==> config.mk <==
export PLATFORM = sky130hd
export DESIGN_NAME = seg7_rx_decoder
export DESIGN_NICKNAME = d
export VERILOG_FILES = /design/src/rtl/seg7_rx_decoder.sv
export SDC_FILE = /design/constraint.sdc
export NUM_CORES = 1
export LEC_CHECK = 0
export ABC_AREA = 1
export BUFFER_PORTS_ARGS = -buffer_cell sky130_fd_sc_hd__buf_2
export CAP_MARGIN = 20
export CORE_ASPECT_RATIO = 1.2
export CORE_MARGIN = 1
export CORE_UTILIZATION = 45
export DETAILED_ROUTE_END_ITERATION = 8
export HOLD_SLACK_MARGIN = 0.1
export SLEW_MARGIN = 25
export SYNTH_ARGS = -nofsm -noshare
export SYNTH_HDL_FRONTEND = slang
export SYNTH_SLANG_ARGS = --single-unit
==> constraint.sdc <==
create_clock -name clk -period 4.6 [get_ports clk]
set_input_delay 0.23 -clock clk [delete_from_list [all_inputs] [get_ports clk]]
set_output_delay 0.23 -clock clk [all_outputs]
set_load 0.01 [all_outputs]
==> src/rtl/seg7_rx_decoder.sv <==
// Seven-segment receiver: synchronizes and glitch-filters a segment pattern,
// decodes it to a hex digit and checks digits follow an up-count modulo COUNT_MOD.
module seg7_rx_decoder #(
    parameter int STABLE_CYCLES = 4,
    parameter int COUNT_MOD     = 8,
    parameter int ACTIVE_LOW    = 0
) (
    input  logic       clk,
    input  logic       rst,
    input  logic [6:0] seg_in,
    input  logic       clr,
    output logic [3:0] digit,
    output logic       digit_valid,
    output logic       unknown,
    output logic       blank,
    output logic       seq_err,
    output logic [7:0] ok_cnt,
    output logic [7:0] err_cnt
);
    localparam logic [7:0] CNT_LAST = 8'(STABLE_CYCLES - 1);
    localparam logic [4:0] MOD      = 5'(COUNT_MOD);

    logic [6:0] s1, s2, s2_pol, cand, accepted;
    logic [7:0] cnt;
    logic       have_prev;
    logic [3:0] prev;
    logic       accept;
    logic       dec_known;
    logic [3:0] dec_val;
    logic [4:0] prev_inc, exp_next;
    logic       in_seq;

    function automatic logic [7:0] sat_inc(input logic [7:0] c);
        return (c == 8'hFF) ? c : c + 8'd1;
    endfunction

    assign s2_pol = (ACTIVE_LOW != 0) ? ~s2 : s2;
    assign accept = (s2_pol == cand) && (cnt == CNT_LAST) && (cand != accepted);
    assign blank  = (accepted == 7'h00);

    always_comb begin
        dec_known = 1'b1;
        dec_val   = 4'h0;
        case (cand)
            7'h3F: dec_val = 4'h0;
            7'h06: dec_val = 4'h1;
            7'h5B: dec_val = 4'h2;
            7'h4F: dec_val = 4'h3;
            7'h66: dec_val = 4'h4;
            7'h6D: dec_val = 4'h5;
            7'h7D: dec_val = 4'h6;
            7'h07: dec_val = 4'h7;
            7'h7F: dec_val = 4'h8;
            7'h6F: dec_val = 4'h9;
            7'h77: dec_val = 4'hA;
            7'h7C: dec_val = 4'hB;
            7'h39: dec_val = 4'hC;
            7'h5E: dec_val = 4'hD;
            7'h79: dec_val = 4'hE;
            7'h71: dec_val = 4'hF;
            default: dec_known = 1'b0;
        endcase
    end

    // prev can exceed COUNT_MOD-1 after an out-of-range digit, so a true modulo is needed
    assign prev_inc = {1'b0, prev} + 5'd1;
    assign exp_next = prev_inc % MOD;
    assign in_seq   = ({1'b0, dec_val} < MOD) && ({1'b0, dec_val} == exp_next);

    always_ff @(posedge clk) begin
        if (rst) begin
            s1          <= '0;
            s2          <= '0;
            cand        <= '0;
            cnt         <= '0;
            accepted    <= '0;
            digit       <= '0;
            digit_valid <= 1'b0;
            unknown     <= 1'b0;
            seq_err     <= 1'b0;
            ok_cnt      <= '0;
            err_cnt     <= '0;
            have_prev   <= 1'b0;
            prev        <= '0;
        end else begin
            s1          <= seg_in;
            s2          <= s1;
            digit_valid <= 1'b0;
            unknown     <= 1'b0;

            if (s2_pol != cand) begin
                cand <= s2_pol;
                cnt  <= '0;
            end else if (cnt < CNT_LAST) begin
                cnt <= cnt + 8'd1;
            end

            if (accept) begin
                accepted <= cand;
                if (cand == 7'h00) begin
                    // blank: digit and sequence history are left alone
                end else if (dec_known) begin
                    digit       <= dec_val;
                    digit_valid <= 1'b1;
                    prev        <= dec_val;
                    if (!have_prev) begin
                        have_prev <= 1'b1;
                    end else if (in_seq) begin
                        ok_cnt <= sat_inc(ok_cnt);
                    end else begin
                        seq_err <= 1'b1;
                        err_cnt <= sat_inc(err_cnt);
                    end
                end else begin
                    unknown   <= 1'b1;
                    seq_err   <= 1'b1;
                    err_cnt   <= sat_inc(err_cnt);
                    have_prev <= 1'b0;
                end
            end

            // clear takes priority over a same-edge accept for the status registers
            if (clr) begin
                seq_err <= 1'b0;
                ok_cnt  <= '0;
                err_cnt <= '0;
            end
        end
    end
endmodule

==> flow_metrics.py, run 1 <==
metrics = {
    "status": {
        "run_status": "finished clean",
    },
    "worst_setup_path": {
        "worstPathRequired_ns": 4.83,
        "cp.arrival_ns": 2.41,
        "worstPathMaxFanout": 9,
        "cp-endpoint": "err_cnt[1]",
        "end_kind": "flop",
        "r2r_start": "cand[5]",
        "startpoint": "cand[5]",
        "r2r_end": "err_cnt[1]",
        "crit_path_start_kind": "flop",
        "reg2regPathDepth": 15,
        "r2r_slack_ns": 2.43,
        "crit_type": "flop to flop",
    },
    "final_layout": {
        "syn_to_final_growth_pct": 16.46,
        "nets": 472,
        "diodes": 0,
        "final_cell_mix": "nor2_1, nand2_1, inv_1, dfxtp_1, buf_2",
        "design_area_um2": 3417,
        "drive_gt1_share_pct": 16.41,
        "final_common_cell": "nor2_1",
    },
    "clock_tree": {
        "clkSlewWorstSetupHoldPaths_ns": 0.08,
        "clockBufferDepth": 2,
        "cts.sinks": 60,
        "tritoncts": "built",
        "post-cts-setup-buffers": 0,
        "numCtsBuffers": 9,
        "postCtsResizedCells": 0,
        "root_buffer": "clkbuf_8",
        "clk_latency_ns": 0.33,
        "htree_levels": 3,
        "cts-hold-fix-buffers": 7,
    },
    "synth": {
        "syn_area_per_cell_um2": 7.003,
        "yosysTopAreaCell": "dfxtp_1",
        "synth-seq-area-share_pct": 40.94,
        "synth_cells": 419,
        "synth.distinct_cells": 30,
        "syn-num-nets": 433,
        "synth-seq-cells": 60,
        "yosysWarnings": 0,
        "ys_top_cells_by_area": "dfxtp_1, nor2_1, nand2_1",
        "syn_area_um2": 2934,
        "synth_top_area_share_pct": 40.94,
    },
    "die": {
        "die-height_um": 90.46,
        "start_util_pct": 47.58,
        "io_pins": 34,
        "core_um2": 6167,
        "die-area_um2": 6848,
        "rows": 31,
        "die_w_um": 75.71,
    },
    "job": {
        "cap_violations": 0,
    },
    "timing": {
        "layout_setup_ws_ns": 2.429,
        "finalMaxSlewViolations": 0,
        "hold_viol_final": 0,
        "fmax_mhz": 460.6,
        "hold-worst-slack_ns": 0.2764,
        "fin_skew_ns": 0.008948,
        "setup-tns-final_ns": 0,
        "setup_viol": 0,
        "rsz0062_at_grt": "no",
        "worst_slew_pin_slew_ns": 0.6413,
        "slew_headroom_pct": 57.09,
        "min_period_ns": 2.171,
        "period_share_pct": 47.20,
    },
    "power": {
        "power.density_nw_per_um2": 323.1,
        "ir_drop_uv": 288.4,
        "p_total_uw": 1104,
        "p_leak_uw": 0.001560,
    },
    "drt": {
        "dr.pass1.iters": 4,
        "ant_nets": 0,
        "drtIter0Drc": 98,
        "routed_via_density": 4.626,
        "vias": 2521,
        "routed_wl_um": 5747,
        "post-route-drc-count": 0,
        "post_drt_wl_per_cell_um": 10.54,
    },
    "global_routing": {
        "grt_antenna_before_repair": 0,
        "grt_max_degree": 26,
        "grt_pass1_vias": 2303,
        "gr-total-overflow": 0,
        "grt.total_usage_pct": 19.31,
        "grt_pass1_wl_um": 10070,
    },
    "placed_design": {
        "portBuffers": 33,
        "gp_congestion": 0.8806,
        "dp_slack_ns": 2.457,
        "placed_cell_area_um2": 3132,
        "dp_hpwl_um": 4179,
    },
    "worst_hold_path": {
        "hold_path_class": "input pin to flop",
    },
}
logic make-up (layout without fill, tap and decap cells):
| kind of cell | count (synthesis) | after routing | share of synthesized area [%] |
|---|---|---|---|
| XOR/XNOR | 18 | 18 | 5.373 |
| multiplexers | 1 | 1 | 0.3412 |
| adder cells (fa/ha/maj) | 4 | 4 | 1.706 |
| AND/OR/NAND/NOR | 223 | 223 | 34.67 |
| AO/OA/AOI/OAI | 32 | 32 | 5.757 |
| buffers and inverters | 81 | 125 | 11.22 |
| flip-flops | 60 | 60 | 40.94 |
worst min path at each step:
stage                     startpoint    endpoint  slack [ns]  depth (start not counted)
final                            clr  err_cnt[0]        0.28                          4
after global routing             clr  err_cnt[4]        0.29                          4
after CTS                        clr  err_cnt[4]        0.27                          4
after detailed placement       s1[2]       s2[2]        0.39                          2
after global placement         s1[1]       s2[1]        0.39                          2
after floorplan            seg_in[0]       s1[0]        0.34                          2
synthesized netlist by cell type:
cell and count:
a31oi_1 1, dfxtp_1 60, nand3b_1 4, inv_2 9, nor2_1 87, nand3_1 15, nor2_2 4, o21ai_0 11
nand2_1 76, buf_6 1, nand4_2 1, mux2i_1 1, buf_1 1, inv_1 60, xnor2_1 11, buf_4 4
and2_1 1, nor3_1 4, nand4_1 15, nand2_2 6, nor2_4 6, nand3_4 1, nor4_1 2, buf_2 2
xor2_1 7, nor3b_1 1, ha_1 4, a21oi_1 17, clkbuf_1 4, o21bai_1 3
routing by layer:
metal / up-vias / track usage (%) / part of all wire (%) / wire, um
met5: - / 0 / 0 / 0
met4: 0 / 7.407 / 1.4 / 80
met3: 5 / 5.022 / 2.3 / 133
met2: 31 / 31.55 / 48 / 2785
met1: 1120 / 23.71 / 48 / 2748
li1: 1365 / - / - / -
power by group:
group | switching, uW | total, uW | internal [uW] | leakage [uW]
registers | 7.15 | 535 | 528 | 0.000487
clock network | 220 | 523 | 303 | 0.000109
logic | 26.3 | 46.1 | 19.8 | 0.000964
total | 254 | 1100 | 850 | 0.00156
sequential cells by signal, summed over array words and instances (netlist names):
signal	flops
s1	7
accepted	7
cand	7
prev	4
ok_cnt	8
seq_err	1
digit_valid	1
cnt	8
err_cnt	8
have_prev	1
unknown	1
s2	7
layout make-up:
class	instances	area, um2
Clock buffer	9	123.9
Clock inverter	7	91.34
Fill cell	615	2750
Inverter	69	259.0
Multi-Input combinational cell	278	1404
Sequential cell	60	1201
Tap cell	82	102.6
Timing Repair Buffer	40	235.2
critical path, stage by stage, from the launching register on:
cell	delay (ns)
dfxtp_1	0.54
inv_2	0.07
nand2_1	0.09
nor2_1	0.07
nand2_1	0.11
nand2_1	0.07
nor2_1	0.13
nand2_1	0.08
nor2_2	0.21
nor2_1	0.11
nor2_4	0.19
nand2_2	0.10
nor2_4	0.13
inv_2	0.05
nor2_1	0.08
nor2_1	0.05
stage by stage:
step	std cells	utilization, %
floorplan	419	-
global placement	522	50.78
detailed placement	522	50.78
CTS	545	55.41
global route	545	55.41
finish	545	55.41
(Power assumes the default switching activity.)
==> run 2, diff against run 1 <==
--- a/config.mk
+++ b/config.mk
@@ -5,7 +5,7 @@
 export SDC_FILE = /design/constraint.sdc
 export NUM_CORES = 1
 export LEC_CHECK = 0
-export ABC_AREA = 1
+export ABC_AREA = 0
 export BUFFER_PORTS_ARGS = -buffer_cell sky130_fd_sc_hd__buf_2
 export CAP_MARGIN = 20
 export CORE_ASPECT_RATIO = 1.2
==> constraint.sdc (replaced) <==
create_clock -name clk -period 2 [get_ports clk]
set_input_delay 0.1 -clock clk [delete_from_list [all_inputs] [get_ports clk]]
set_output_delay 0.1 -clock clk [all_outputs]
set_load 0.01 [all_outputs]
==> run 2 against run 1 <==
Against the previous run: the flow now finishes with violations (setup timing); highest routed layer unchanged; largest power group is now clock; critical path type unchanged; global-route usage increased by 2.7 points; fmax decreased by 8.4%; routed wire length increased by 20%; register-to-register slack got worse by 2.8 ns; cell count decreased by 5.0%; via count increased by 6.6%; sequential power increased by 130%; synthesized cell count decreased by 24%; sequential share of layout area decreased by 6.0 points; combinational power increased to 4.3 times the previous value.
==> flow_metrics.py, run 2 <==
metrics = {
    "timing": {
        "hold_viol_final": 0,
        "worst_slew_pin_slew_ns": 0.4566,
        "layout_setup_ws_ns": -0.3692,
        "min_period_ns": 2.369,
        "slew_headroom_pct": 69.28,
        "setup-tns-final_ns": -5.923,
        "fin_skew_ns": 0.008510,
        "rsz0062_at_grt": "yes",
        "setup_viol": 21,
        "fmax_mhz": 422.1,
        "finalMaxSlewViolations": 0,
        "period_share_pct": 118.5,
    },
    "global_routing": {
        "grt_max_degree": 27,
        "gr-total-overflow": 0,
        "grt_pass1_wl_um": 11100,
        "grt_antenna_before_repair": 0,
        "grt.total_usage_pct": 21.96,
        "grt_pass1_vias": 2531,
    },
    "die": {
        "io_pins": 34,
        "die-area_um2": 6703,
        "die_w_um": 74.91,
        "start_util_pct": 47.13,
        "die-height_um": 89.49,
        "rows": 31,
        "core_um2": 6090,
    },
    "worst_setup_path": {
        "critPathSlowestCell": "or4b_4",
        "path_cells": "buf_6 > or4b_4 > a21oi_4 > nor3b_2 > a311oi_2 > nand4_1 > or3_1 > mux2i_1",
        "crit_type": "flop to flop",
        "end_kind": "flop",
        "worstPathMaxFanout": 7,
        "worstPathRequired_ns": 2.22,
        "crit_path_start_kind": "flop",
        "r2r_slack_ns": -0.37,
        "cp.arrival_ns": 2.59,
        "slowest_delay_ns": 0.54,
    },
    "job": {
        "cap_violations": 0,
    },
    "final_layout": {
        "diodes": 0,
        "final_common_cell": "buf_4",
        "nets": 445,
        "final_cell_mix": "buf_4, dfxtp_1, buf_2",
        "syn_to_final_growth_pct": 44.55,
        "drive_gt1_share_pct": 39.91,
        "design_area_um2": 4149,
        "top_regs": "cnt (8), err_cnt (8), ok_cnt (8)",
    },
    "power": {
        "power.density_nw_per_um2": 660.0,
        "p_leak_uw": 0.001805,
        "ir_drop_uv": 821.4,
    },
    "synth": {
        "synth_top_area_share_pct": 41.85,
        "synth-adder-area-share_pct": 1.744,
        "syn-num-nets": 333,
        "synth_compound_area_share_pct": 12.64,
        "syn_area_um2": 2870,
        "yosysTopAreaCell": "dfxtp_1",
        "synth-xor-area-share_pct": 5.187,
        "yosysWarnings": 0,
        "synth_top_family_by_area": "simple AND/OR/NAND/NOR gates",
        "syn_area_per_cell_um2": 8.998,
        "synth.area.mux_share_pct": 2.790,
        "ys_top_cells_by_count": "dfxtp_1, a21oi_1, nand2_1, nor2b_1, nand3_1",
        "ys_async_sr_fraction_pct": 0,
        "yosys.area_share.simple_pct": 31.34,
        "synth_edf_count": 0,
        "synth_ff_type": "dfxtp_1",
        "ys_top_cells_by_area": "dfxtp_1, nor2b_1, a21oi_1",
        "synth-seq-area-share_pct": 41.85,
        "yosysMostFrequentCell": "dfxtp_1",
        "synth-seq-cells": 60,
        "synth_cells": 319,
        "synth.distinct_cells": 51,
    },
    "drt": {
        "dr.pass1.iters": 6,
        "routed_via_density": 5.189,
        "vias": 2688,
        "drtIter0Drc": 126,
        "route.met3.wl_um": 176,
        "wl_met1_um": 3098,
        "post_drt_wl_per_cell_um": 13.34,
        "routed_wl_um": 6911,
        "ant_nets": 0,
        "route.met2.wl_um": 3521,
        "top_layer": "met4",
        "post-route-drc-count": 0,
    },
    "clock_tree": {
        "clkSlewWorstSetupHoldPaths_ns": 0.07,
        "clk_latency_ns": 0.33,
        "numCtsBuffers": 9,
        "root_buffer": "clkbuf_8",
        "tritoncts": "built",
        "clockBufferDepth": 2,
        "htree_levels": 3,
        "cts.sinks": 60,
    },
    "status": {
        "run_status": "finished, violations left",
        "violations": "setup timing",
    },
    "placed_design": {
        "placed_cell_area_um2": 3528,
        "dp_slack_ns": -0.4076,
        "dp_hpwl_um": 4591,
        "gp_congestion": 0.8818,
        "portBuffers": 33,
    },
    "worst_hold_path": {
        "hold_path_class": "input pin to flop",
    },
}
-- run 2: changes by cell type after synthesis, moves of 8 or more --
cell     previous run  this run
and2_1              1         9
inv_1              60         4
and3_1              0         8
a21oi_1            17        26
nor2b_1             0        24
or4_1               0         8
or3_1               0         8
nand2_1            76        24
nor2_1             87        15
nand4_1            15         4
inv_2               9         0
-- run 2: cells by family (layout without fill, tap and decap cells) --
group / count (synthesis) / after routing
AND/OR/NAND/NOR: 151 / 151
flip-flops: 60 / 60
AO/OA/AOI/OAI: 57 / 57
adder cells (fa/ha/maj): 4 / 4
multiplexers: 8 / 8
XOR/XNOR: 17 / 17
buffers and inverters: 22 / 139
-- run 2: layout make-up --
type / count / area [um2]
Timing Repair Buffer: 119 / 869.6
Inverter: 4 / 15.01
Multi-Input combinational cell: 237 / 1712
Sequential cell: 60 / 1211
Tap cell: 82 / 102.6
Fill cell: 517 / 1941
Clock inverter: 7 / 115.1
Clock buffer: 9 / 123.9
-- run 2: critical path, delay by kind of cell, from the launching register on --
kind | cells | cell delay, ns
flops | 1 | 0.33
compound gates | 2 | 0.44
buf+inv | 1 | 0.12
mux | 1 | 0.13
simple gates | 4 | 1.22
-- run 2: where the power goes --
part,internal (uW),leakage [uW],switching [uW]
clock,822,0.000115,490
sequential,1210,0.000490,12.4
combinational,107,0.00120,93.7
total,2140,0.00181,596
-- run 2: final timing paths --
path | from | to | cells after the start
hold / removal | rst | cand[3] | 2
setup / recovery | cand[4] | ok_cnt[3] | 8
hold reg to reg | s1[3] | s2[3] | 1
setup reg to reg | cand[4] | ok_cnt[3] | 8
-- run 2: what timing repair did --
action	4_1_cts	5_1_grt
gates resized for setup	36	13
endpoints found under the setup margin	24	36
buffers inserted	15	8
pin swaps	21	4
hold buffers	8	0
endpoints found under the hold margin	8	0
-- run 2: per-layer routing --
metal | up-vias | GRT usage [%]
met5 | - | 0
met2 | 45 | 38.08
met4 | 0 | 9.091
met3 | 11 | 5.299
met1 | 1256 | 25.69
li1 | 1376 | -
-- run 2: per-stage QoR --
step,util [%],power [uW],hold WS [ns],cells
after global routing,68.13,2836,0.2182,518
after floorplan,-,1359,0.2282,319
final,68.13,2739,0.2016,518
after CTS,67.25,2740,0.1981,516
after detailed placement,57.94,1414,0.3155,477
after global placement,57.94,1412,0.3068,477
==> run 3, diff against run 2 <==
--- a/config.mk
+++ b/config.mk
@@ -13,6 +13,7 @@
 export CORE_UTILIZATION = 45
 export DETAILED_ROUTE_END_ITERATION = 8
 export HOLD_SLACK_MARGIN = 0.1
+export REMOVE_ABC_BUFFERS = 1
 export SLEW_MARGIN = 25
 export SYNTH_ARGS = -nofsm -noshare
 export SYNTH_HDL_FRONTEND = slang
==> run 3 against run 2 <==
Against the previous run: register-to-register slack worse by 0.06 ns; sequential power hardly changed; clock-buffer cell count up 3; routed wire length up 3.2%; combinational power shrank 9.5%; largest cell class unchanged; largest power group is now sequential cells; critical path type unchanged; sequential share of layout area fell by 0.34 points; flip-flop and latch count unchanged; clock power is 21% lower; the flow still finishes with violations (setup timing); highest routed layer unchanged; die area unchanged.
==> flow_metrics.py, run 3 (synthesis gave the netlist of run 2 again) <==
metrics = {
    "timing": {
        "finalMaxSlewViolations": 0,
        "min_period_ns": 2.427,
        "layout_setup_ws_ns": -0.4272,
        "rsz0062_at_grt": "yes",
        "fmax_mhz": 412.0,
        "setup_viol": 22,
        "setup-tns-final_ns": -6.174,
        "hold_viol_final": 0,
        "fin_skew_ns": 0.008715,
        "period_share_pct": 121.4,
        "worst_slew_pin_slew_ns": 0.4156,
        "slew_headroom_pct": 72.19,
    },
    "clock_tree": {
        "clkSlewWorstSetupHoldPaths_ns": 0.07,
        "clk_latency_ns": 0.34,
        "root_buffer": "clkbuf_8",
        "numCtsBuffers": 9,
        "tritoncts": "built",
        "cts.sinks": 60,
        "htree_levels": 3,
        "clockBufferDepth": 2,
    },
    "final_layout": {
        "syn_to_final_growth_pct": 46.43,
        "top_regs": "cnt (8), err_cnt (8), ok_cnt (8)",
        "final_cell_mix": "buf_4, dfxtp_1, buf_2",
        "post-route-util_pct": 69.02,
        "final_common_cell": "buf_4",
        "diodes": 0,
        "nets": 441,
        "drive_gt1_share_pct": 42.36,
    },
    "worst_setup_path": {
        "crit_type": "flop to flop",
        "r2r_end": "err_cnt[7]",
        "end_kind": "flop",
        "worstPathMaxFanout": 9,
        "critPathSlowestCell": "or4_4",
        "crit_top_cell": "or4_4",
        "cp_top_family": "simple AND/OR/NAND/NOR gates",
        "reg2regPathDepth": 9,
        "crit_path_start_kind": "flop",
        "cp.arrival_ns": 2.70,
        "worstPathRequired_ns": 2.27,
        "r2r_slack_ns": -0.43,
        "path_cells": "buf_6 > buf_4 > xor2_1 > nor3_2 > a21oi_4 > nand3_4 > or4_4 > or4_4 > a21oi_2",
        "critPathBufInv": 2,
        "slowest_delay_ns": 0.52,
        "r2r_start": "cand[4]",
    },
    "worst_hold_path": {
        "worstHoldPathCells": 2,
        "hold_end": "have_prev",
        "hold_path_class": "input pin to flop",
        "min_from": "rst",
    },
    "drt": {
        "dr.pass1.iters": 6,
        "routed_via_density": 5.237,
        "drtIter0Drc": 99,
        "post_drt_wl_per_cell_um": 13.87,
        "post-route-drc-count": 0,
        "vias": 2692,
        "routed_wl_um": 7131,
        "ant_nets": 0,
    },
    "status": {
        "run_status": "finished, violations left",
        "violations": "setup timing",
    },
    "placed_design": {
        "dp_hpwl_um": 4840,
        "gp_congestion": 0.8550,
        "portBuffers": 33,
    },
    "global_routing": {
        "grt_pass1_vias": 2567,
        "met2_usage_pct": 41.52,
        "grt_pass1_wl_um": 11120,
        "grt_max_degree": 28,
        "busiest_layer": "met2",
        "grt.total_usage_pct": 21.99,
        "grt_util_met1_pct": 22.36,
        "met3_usage_pct": 5.862,
        "gr-total-overflow": 0,
        "grt_antenna_before_repair": 0,
    },
    "job": {
        "cap_violations": 0,
    },
    "die": {
        "die-height_um": 89.49,
        "rows": 31,
        "io_pins": 34,
        "die_w_um": 74.91,
        "die-area_um2": 6703,
        "start_util_pct": 47.13,
        "core_um2": 6090,
    },
    "power": {
        "ir_drop_uv": 540.2,
        "p_leak_uw": 0.001783,
        "power.density_nw_per_um2": 579.6,
    },
}
-- run 3: changes by cell type in the layout (fill, tap and decap cells not counted), sizes merged --
cell | previous run | this run
clkinvlp | 2 | 1
buf | 111 | 107
bufinv | 3 | 0
clkinv | 2 | 3
clkbuf | 9 | 12
-- run 3: per-stage QoR --
step,setup WS (ns),hold slack (ns),cells,power (uW),area [um2]
final,-0.4272,0.1234,514,2436,4203
after global routing,-0.5680,0.1330,514,2515,4203
after CTS,-0.4878,0.1135,507,2441,3944
after detailed placement,-0.5061,0.3140,477,1400,3496
after global placement,-0.4780,0.3066,477,1398,3496
after floorplan,-0.6808,0.1691,301,1329,2758
-- run 3: area by class of cell --
class / instances / area [um2]
repair buffers: 115 / 880.8
clock inverters: 4 / 22.52
fillers: 507 / 1887
inverters: 4 / 15.01
multi-input cells: 237 / 1804
clock buffers: 12 / 165.2
flip-flops and latches: 60 / 1212
well taps: 82 / 102.6
-- run 3: how the worst max path moves through the flow --
stage                 start    endpoint  slack (ns)  cells past startpoint
finish              cand[4]  err_cnt[7]       -0.43                      9
global route        cand[3]  err_cnt[7]       -0.57                      9
CTS                 cand[3]  err_cnt[7]       -0.49                      9
detailed placement  cand[3]  err_cnt[7]       -0.51                      7
global placement    cand[3]  err_cnt[7]       -0.48                      7
floorplan           cand[0]  err_cnt[7]       -0.68                      6
-- run 3: report_power, final --
group | leakage (uW) | switching, uW | internal, uW | total, uW
Clock | 0.0000982 | 486 | 544 | 1030
Sequential | 0.000490 | 12.3 | 1210 | 1220
Combinational | 0.00120 | 89.9 | 91.2 | 181
-- run 3: metal layers --
layer  routed length (um)  vias up  part of all wire [%]
li1                     -     1356                     -
met1                 3001     1268                    42
met2                 3713       52                    52
met3                  199       16                   2.8
met4                  216        0                   3.0
met5                    0        -                     0
-- run 3: what timing repair did --
action	CTS	global route
endpoints found under the setup margin	29	31
endpoints found under the hold margin	10	0
gates resized for setup	35	49
setup buffers	6	10
hold buffers	8	0
pin swaps	13	17
